`src/rtl/mc_pkg.sv`:
```
// mc_pkg: shared definitions for the multi-cycle MIPS control unit.
// Holds the FSM state encoding, the opcode/funct constants of the
// supported instruction subset, the datapath select encodings and the
// one-hot instruction class produced by mc_decode.
package mc_pkg;

  typedef enum logic [2:0] {
    ST_FETCH  = 3'd0,
    ST_DECODE = 3'd1,
    ST_EXE    = 3'd2,
    ST_MEM    = 3'd3,
    ST_WB     = 3'd4
  } state_e;

  // Primary opcodes
  localparam logic [5:0] OP_RTYPE = 6'h00;
  localparam logic [5:0] OP_J     = 6'h02;
  localparam logic [5:0] OP_JAL   = 6'h03;
  localparam logic [5:0] OP_BEQ   = 6'h04;
  localparam logic [5:0] OP_ORI   = 6'h0D;
  localparam logic [5:0] OP_LUI   = 6'h0F;
  localparam logic [5:0] OP_LW    = 6'h23;
  localparam logic [5:0] OP_SW    = 6'h2B;

  // R-type funct codes
  localparam logic [5:0] FN_JR    = 6'h08;
  localparam logic [5:0] FN_ADDU  = 6'h21;
  localparam logic [5:0] FN_SUBU  = 6'h23;

  // Next-PC source
  localparam logic [1:0] NPC_PC4  = 2'd0;
  localparam logic [1:0] NPC_BR   = 2'd1;
  localparam logic [1:0] NPC_JMP  = 2'd2;
  localparam logic [1:0] NPC_RS   = 2'd3;

  // GRF write data source
  localparam logic [1:0] WD_ALU   = 2'd0;
  localparam logic [1:0] WD_MEM   = 2'd1;
  localparam logic [1:0] WD_PC    = 2'd2;

  // GRF destination register
  localparam logic [1:0] RD_RT    = 2'd0;
  localparam logic [1:0] RD_RD    = 2'd1;
  localparam logic [1:0] RD_RA    = 2'd2;

  // Immediate extension
  localparam logic [1:0] EXT_ZERO = 2'd0;
  localparam logic [1:0] EXT_SIGN = 2'd1;
  localparam logic [1:0] EXT_LUI  = 2'd2;

  // ALU operation
  localparam logic [1:0] ALU_ADD  = 2'd0;
  localparam logic [1:0] ALU_SUB  = 2'd1;
  localparam logic [1:0] ALU_OR   = 2'd2;

  // One-hot instruction class; all-zero means illegal.
  typedef struct packed {
    logic addu;
    logic subu;
    logic ori;
    logic lui;
    logic lw;
    logic sw;
    logic beq;
    logic j;
    logic jal;
    logic jr;
  } iclass_t;

endpackage

```
`src/rtl/mc_decode.sv`:
```
// mc_decode: purely combinational instruction classifier.
// Ports:
//   instr_i   [31:0]  instruction word
//   cls_o             one-hot instruction class (all zero if unsupported)
//   illegal_o         high when the opcode/funct is not supported
module mc_decode
  import mc_pkg::*;
(
  input  logic [31:0] instr_i,
  output iclass_t     cls_o,
  output logic        illegal_o
);

  logic [5:0] opcode_s;
  logic [5:0] funct_s;
  // Register/immediate fields are irrelevant to classification.
  logic       unused_fields_s;

  assign opcode_s        = instr_i[31:26];
  assign funct_s         = instr_i[5:0];
  assign unused_fields_s = ^instr_i[25:6];

  // Map opcode (and funct for R-type) to a single class bit.
  always_comb begin
    cls_o = '0;
    case (opcode_s)
      OP_RTYPE: begin
        case (funct_s)
          FN_ADDU: cls_o.addu = 1'b1;
          FN_SUBU: cls_o.subu = 1'b1;
          FN_JR:   cls_o.jr   = 1'b1;
          default: cls_o      = '0;
        endcase
      end
      OP_ORI:  cls_o.ori = 1'b1;
      OP_LUI:  cls_o.lui = 1'b1;
      OP_LW:   cls_o.lw  = 1'b1;
      OP_SW:   cls_o.sw  = 1'b1;
      OP_BEQ:  cls_o.beq = 1'b1;
      OP_J:    cls_o.j   = 1'b1;
      OP_JAL:  cls_o.jal = 1'b1;
      default: cls_o     = '0;
    endcase
  end

  assign illegal_o = ~(|cls_o);

endmodule

```
`src/rtl/mc_ctrl.sv`:
```
// mc_ctrl: multi-cycle control unit (FETCH/DECODE/EXE/MEM/WB) for the
// MIPS datapath. Memory states last MEM_LAT+1 cycles.
// Ports:
//   clk, reset (async, active-low)
//   instr [31:0]  IR contents, valid from DECODE onward
//   zero          ALU equality flag, used only for beq in EXE
//   pc_we, ir_we, npc_sel, regwrite, regdst, wdsel, alusrc, extop,
//   aluctrl, memwrite  datapath enables and selects
//   state [2:0]   current FSM state (debug)
//   retired       retired-instruction count, wraps
//   illegal       sticky unsupported-instruction flag
module mc_ctrl
  import mc_pkg::*;
#(
  parameter int unsigned MEM_LAT = 1,
  parameter int unsigned CNT_W   = 32
) (
  input  logic             clk,
  input  logic             reset,
  input  logic [31:0]      instr,
  input  logic             zero,
  output logic             pc_we,
  output logic             ir_we,
  output logic [1:0]       npc_sel,
  output logic             regwrite,
  output logic [1:0]       regdst,
  output logic [1:0]       wdsel,
  output logic             alusrc,
  output logic [1:0]       extop,
  output logic [1:0]       aluctrl,
  output logic             memwrite,
  output logic [2:0]       state,
  output logic [CNT_W-1:0] retired,
  output logic             illegal
);

  localparam logic [2:0] LAT_C = 3'(MEM_LAT);

  state_e           state_q, state_d;
  logic [2:0]       cnt_q, cnt_d;
  iclass_t          cls_q, cls_d;
  logic [CNT_W-1:0] retired_q, retired_d;
  logic             illegal_q, illegal_d;

  iclass_t          dec_cls_s;
  logic             dec_ill_s;
  iclass_t          cls_s;
  logic             last_s;

  logic             pc_we_s, ir_we_s, regwrite_s, alusrc_s, memwrite_s;
  logic [1:0]       npc_sel_s, regdst_s, wdsel_s, extop_s, aluctrl_s;

  mc_decode u_decode (
    .instr_i   (instr),
    .cls_o     (dec_cls_s),
    .illegal_o (dec_ill_s)
  );

  // In DECODE the class register is not loaded yet, so use the decoder directly.
  assign cls_s  = (state_q == ST_DECODE) ? dec_cls_s : cls_q;
  assign last_s = (cnt_q == LAT_C);

  // Next-state, wait counter, class latch and counter update.
  always_comb begin
    state_d = state_q;
    case (state_q)
      ST_FETCH: begin
        if (last_s) state_d = ST_DECODE;
        else        state_d = ST_FETCH;
      end
      ST_DECODE: begin
        if (dec_cls_s.j || dec_ill_s) state_d = ST_FETCH;
        else if (dec_cls_s.jal)       state_d = ST_WB;
        else                          state_d = ST_EXE;
      end
      ST_EXE: begin
        if (cls_s.beq || cls_s.jr)    state_d = ST_FETCH;
        else if (cls_s.lw || cls_s.sw) state_d = ST_MEM;
        else                          state_d = ST_WB;
      end
      ST_MEM: begin
        if (!last_s)      state_d = ST_MEM;
        else if (cls_s.sw) state_d = ST_FETCH;
        else              state_d = ST_WB;
      end
      ST_WB:   state_d = ST_FETCH;
      default: state_d = ST_FETCH;
    endcase

    // Only FETCH and MEM dwell, so clearing on any transition clears on entry.
    if (state_d != state_q) cnt_d = 3'd0;
    else                    cnt_d = cnt_q + 3'd1;

    if (state_q == ST_DECODE) cls_d = dec_cls_s;
    else                      cls_d = cls_q;

    if ((state_d == ST_FETCH) && (state_q != ST_FETCH))
      retired_d = retired_q + {{(CNT_W-1){1'b0}}, 1'b1};
    else
      retired_d = retired_q;

    if ((state_q == ST_DECODE) && dec_ill_s) illegal_d = 1'b1;
    else                                     illegal_d = illegal_q;
  end

  // State and bookkeeping registers.
  always_ff @(posedge clk or negedge reset) begin
    if (!reset) begin
      state_q   <= ST_FETCH;
      cnt_q     <= 3'd0;
      cls_q     <= '0;
      retired_q <= '0;
      illegal_q <= 1'b0;
    end else begin
      state_q   <= state_d;
      cnt_q     <= cnt_d;
      cls_q     <= cls_d;
      retired_q <= retired_d;
      illegal_q <= illegal_d;
    end
  end

  // Datapath controls from state, wait counter and decoded class.
  always_comb begin
    pc_we_s    = 1'b0;
    ir_we_s    = 1'b0;
    npc_sel_s  = NPC_PC4;
    regwrite_s = 1'b0;
    regdst_s   = RD_RT;
    wdsel_s    = WD_ALU;
    memwrite_s = 1'b0;
    alusrc_s   = 1'b0;
    extop_s    = EXT_ZERO;
    aluctrl_s  = ALU_ADD;

    // Operand selects stay stable from DECODE through WB.
    if (state_q != ST_FETCH) begin
      alusrc_s = cls_s.ori | cls_s.lui | cls_s.lw | cls_s.sw;
      if (cls_s.lui)              extop_s = EXT_LUI;
      else if (cls_s.lw | cls_s.sw) extop_s = EXT_SIGN;
      else                        extop_s = EXT_ZERO;
      if (cls_s.subu | cls_s.beq) aluctrl_s = ALU_SUB;
      else if (cls_s.ori)         aluctrl_s = ALU_OR;
      else                        aluctrl_s = ALU_ADD;
    end else begin
      alusrc_s  = 1'b0;
      extop_s   = EXT_ZERO;
      aluctrl_s = ALU_ADD;
    end

    case (state_q)
      ST_FETCH: begin
        ir_we_s = last_s;
        pc_we_s = last_s;
      end
      ST_DECODE: begin
        if (cls_s.j) begin
          pc_we_s   = 1'b1;
          npc_sel_s = NPC_JMP;
        end else begin
          pc_we_s   = 1'b0;
        end
      end
      ST_EXE: begin
        if (cls_s.beq) begin
          pc_we_s   = zero;
          npc_sel_s = NPC_BR;
        end else if (cls_s.jr) begin
          pc_we_s   = 1'b1;
          npc_sel_s = NPC_RS;
        end else begin
          pc_we_s   = 1'b0;
        end
      end
      ST_MEM: memwrite_s = cls_s.sw & last_s;
      ST_WB: begin
        regwrite_s = 1'b1;
        if (cls_s.addu | cls_s.subu) begin
          regdst_s = RD_RD;
          wdsel_s  = WD_ALU;
        end else if (cls_s.lw) begin
          regdst_s = RD_RT;
          wdsel_s  = WD_MEM;
        end else if (cls_s.jal) begin
          regdst_s  = RD_RA;
          wdsel_s   = WD_PC;
          pc_we_s   = 1'b1;
          npc_sel_s = NPC_JMP;
        end else begin
          regdst_s = RD_RT;
          wdsel_s  = WD_ALU;
        end
      end
      default: pc_we_s = 1'b0;
    endcase
  end

  // Reset gating keeps FETCH with MEM_LAT=0 from raising ir_we/pc_we in reset.
  assign pc_we    = reset & pc_we_s;
  assign ir_we    = reset & ir_we_s;
  assign regwrite = reset & regwrite_s;
  assign memwrite = reset & memwrite_s;
  assign alusrc   = reset & alusrc_s;
  assign npc_sel  = reset ? npc_sel_s : 2'd0;
  assign regdst   = reset ? regdst_s  : 2'd0;
  assign wdsel    = reset ? wdsel_s   : 2'd0;
  assign extop    = reset ? extop_s   : 2'd0;
  assign aluctrl  = reset ? aluctrl_s : 2'd0;
  assign state    = state_q;
  assign retired  = retired_q;
  assign illegal  = illegal_q;

endmodule

```
`config.mk`:
```
export PLATFORM = sky130hd
export DESIGN_NAME = mc_ctrl
export DESIGN_NICKNAME = d
export VERILOG_FILES = /design/src/rtl/mc_pkg.sv /design/src/rtl/mc_decode.sv /design/src/rtl/mc_ctrl.sv
export SDC_FILE = /design/constraint.sdc
export NUM_CORES = 1
export LEC_CHECK = 0
export ABC_AREA = 0
export CAP_MARGIN = 20
export CORE_UTILIZATION = 39
export DETAILED_ROUTE_END_ITERATION = 10
export GPL_TIMING_DRIVEN = 0
export PLACE_DENSITY = 0.69
export SETUP_SLACK_MARGIN = 0.1
export SYNTH_ARGS = -nofsm -noshare
export SYNTH_HDL_FRONTEND = slang
export SYNTH_HIERARCHICAL = 1
export SYNTH_SLANG_ARGS = --single-unit
```
`constraint.sdc`:
```
create_clock -name clk -period 3.6 [get_ports clk]
set_input_delay 0.72 -clock clk [delete_from_list [all_inputs] [get_ports clk]]
set_output_delay 0.72 -clock clk [all_outputs]
set_load 0.02 [all_outputs]
```
# Yosys cells after proc, flatten, opt, wreduce, memory -nomap -nowiden

Index checks and enable logic that the tools add are counted.

Register bits after elaboration: 49
Input bits: 35
Output and inout port bits: 51

$add $sub $neg: 2
Eq/ne operators: 16
Multiplexer cells: 56
Bitwise logic cells: 13
Reduce and logical (&&, ||, !) cells: 10

Operator list:

| operator              | number |
|---|---|
| $mux 2                | 22 |
| $add 32x1->32 const B | 1 |
| $eq 6x6->1 const B    | 4 |
| $mux 1                | 23 |
| $mux 3                | 7 |
| $eq 6x4->1 const B    | 3 |
| $eq 6x2->1 const B    | 2 |
| $pmux 3 s4            | 1 |
| $mux 10               | 1 |
| $reduce_or 10->1      | 1 |
| $and 1x1->1           | 6 |
| $eq 3x1->1 const B    | 2 |
| $eq 3x2->1 const B    | 2 |
| $eq 6x3->1 const B    | 1 |
| $logic_not 3->1       | 2 |
| $logic_not 6->1       | 1 |
| $or 1x1->1            | 6 |
| $pmux 2 s3            | 1 |
| $pmux 1 s4            | 1 |
| $add 3x1->3 const B   | 1 |
| $eq 3x3->1 const B    | 1 |
| $logic_or 1x1->1      | 3 |
| $ne 3x3->1            | 1 |
| $reduce_bool 3->1     | 1 |
| other kinds (2)       | 3 |

# Logic depth before layout (Yosys ltp)

Word-level depth: 10
Mapped depth: 11
Mapped depth without buffers: 9

# Hierarchy

Netlist, hierarchy kept.

By module, submodules not included:

| module    | instances | cells an instance | area an instance (sq um) | sequential area each (sq um) |
|---|---|---|---|---|
| mc_ctrl   | 1         | 246               | 2466.1                   | 1201.2 |
| mc_decode | 1         | 33                | 203.9                    | 0.0 |

# Worst setup path before layout

Ideal clock, no wire load.

Path kind: input to output
From: in instr[29]
To: out pc_we
Arrival time: 2.252 ns
Data required time: 2.880 ns
Path slack: 0.628 ns
Cell stages on the path: 6
Path through: or4_4 > nor3b_1 > nand3_1 > o21ai_0 > nand2b_1 > a21boi_0

RTL lines:

| element     | line          | text |
|---|---|---|
| from (decl) | mc_ctrl.sv:20 | `input logic [31:0] instr,` |
| to (decl)   | mc_ctrl.sv:22 | `output logic pc_we,` |

==> metrics <==
switching power=0.521 mW; antenna violations before repair=0; H-tree depth=2; internal cell power=1.06 mW; met1 Resource Use GR=26.3%; Die X-Extent=84.7 um; startpoint types=input port; syn nets=317; final setup vio count=0; Seq cells post-synth=48; Avg Cell Area, Syn=9.57 sq um; Final Cycle Share=92.3%; WL/cell=14.3 um; die area=7180 sq um; routed wire length=6160 um; first-pass GRT wire length=10400 um; status=finished with violations; setup bufs post-CTS=0; Root Driver=clkbuf_8; GRT overflow=0; RSZ-0062 raised after global routing=false; worst setup skew after layout=0.00618 ns; I/O pins=86; Gate power share=32.1%; clk slew on worst S/H paths=0.09 ns; clk_lat worst skew=0.29 ns; fmax=301 MHz; Core ar.=6490 sq um; violated checks=DRC; power share of the clock group=26.8%; share of layout cells above drive strength 1=12.2%; Async SR Flop Fraction=100%; area grow syn2layout=33.6%; power share of the sequential group=41.2%; Final Hold Viols=0; port buffer count=64; grt peak-use layer=met2; Detailed Route Iter0 Violations=177; Routed Antenna Nets=0; count of cell types in the netlist=45; critical setup path kind=input port to output pin; deepest clock path buffer count=2; setup ws final=0.278 ns; worst hold path type=input port to async pin; maximum vdd drop=0.329 mV; ANT cells=0; Worst R2R End=retired[19]; CTS tree=done; Synth Cell Area=2670 sq um; Seq/Total Area, Yosys=45.0%; largest net degree at the start of global routing=38; pre-CTS setup slack=-0.400 ns; most area-consuming cells after synthesis=dfrtp_1, xnor2_1, nor2_1; Layout fillers=570; Post-synth EDFFs=0; dpl hpwl=4480 um; Reg2Reg Setup Slack=1.12 ns; Max Cap Viol=0; Initial Util=41.1%; clk sinks=48; routed via count=2277; Worst EP arrival=2.60 ns; PwrDens=443 nW/um^2; Hold WS=0.347 ns; Crit Path Max Fanout=7; footprint of the multi-input gates=1420 sq um; drt drc=4; Total GRT Usage=18.2%; Worst Path Required=2.88 ns; drt pass-1 iters=7; yosys warns=6; nets=389; Tightest Pin Transition=0.631 ns; row count=29; via/cell ratio=5.31; vias in the first global route=2148; leading cell type in the layout, fill and taps excluded=clkdlybuf4s50_1; Storage cell area=1200 sq um; global routing usage on met2=27.9%; commonest cells after routing, fill and taps aside=clkdlybuf4s50_1, dfrtp_1, nor2_1; DIE HEIGHT=84.7 um; post-synth top area share=45.0%; Pins Over Slew Limit=0; Worst slew margin=57.9%; GP Congestion=0.832; Min Clock Period, post-route=3.32 ns; switch share=33.0%; met3 Use GR=3.83%; CP Capture Type=output pin; post-synth top area cell=dfrtp_1; CTS Buf Count=5; R2R cell count=7; ys flop type=dfrtp_1; synthesized instance count=279; Critical R2R Launch=state[2]; Post-CTS Hold Fix Bufs=0; leakage power=1.62 nW
## area by class of cell
class	count	share of cell area, %
multi-input cells	213	39.8
plain buffers	7	1.02
inverters	11	1.16
flip-flops and latches	48	33.7
well taps	77	2.70
repair buffers	65	18.1
clock inverters	1	0.842
clock buffers	7	2.70
## state kept, by name, indices dropped and copies added (netlist names)
name / cells
retired: 32
state: 3
cnt_q: 3
illegal: 1
cls_q: 9
## worst max-delay path by stage
stage	from	to	cells after the start
after floorplan	instr[29]	pc_we	6
after global placement	reset	extop[0]	4
after detailed placement	instr[29]	pc_we	8
after CTS	instr[26]	wdsel[0]	6
after global routing	state[0]	extop[0]	7
final	instr[29]	npc_sel[1]	7
## stage by stage
step	TNS [ns]	total power, mW	area, sq um	utilization [%]	cells
after floorplan	0	0.970	2670	-	279
after CTS	0	1.59	3570	55.0	429
after global placement	-20.49	1.16	3410	52.5	420
after global routing	0	1.68	3570	54.9	429
final	0	1.58	3570	54.9	429
after detailed placement	-2.47	1.17	3420	52.7	421
## worst max-delay path: stages
cell and delay, ns:
dlygate4sd2_1 0.32, or4_4 0.60, nor3b_2 0.27, nand3_1 0.13
a21oi_1 0.16, o21a_1 0.15, clkdlybuf4s15_2 0.25
## cells by family after synthesis
group	Yosys count	synth area share (%)
muxes	12	4.92
adders and majority gates	3	1.41
xor gates and xnor gates	31	10.2
buffers and inverters	18	2.86
AOI/OAI and AO/OA	25	6.37
and+or+nand+nor	142	29.3
DFF	48	45.0
## power by group through the flow
stage	Sequential [mW]	Combinational, mW	Clock [mW]
finish	0.650	0.506	0.423
floorplan	0.692	0.278	0
global placement	0.659	0.496	0
CTS	0.652	0.508	0.433
global route	0.661	0.558	0.458
detailed placement	0.661	0.506	0
## synthesized netlist by cell type (3+ instances only)
library cell  instances
dfrtp_1              48
nor2_1               37
nand2_1              23
xnor2_1              16
xor2_1               15
nor3_1               12
inv_1                11
nand4_1              11
nand3_1              10
mux2_2                9
and3_1                8
nor3b_1               7
o21ai_0               7
buf_2                 4
nor2b_1               4
nor4_1                4
or2_2                 4
a31oi_1               3
and2_1                3
ha_1                  3
mux2i_1               3
nand2b_1              3
nand3b_1              3
## what timing repair did
item	4_1_cts	5_1_grt
gates cloned	0	0
hold endpoints to repair	0	0
setup endpoints to repair	10	10
gates resized for setup	19	10
## per-layer routing
metal / routed length (um) / vias up
li1: - / 1115
met1: 2880 / 1081
met2: 2840 / 77
met3: 375 / 4
met4: 52 / 0
met5: 0 / -
Power figures use the tool's default switching activity.
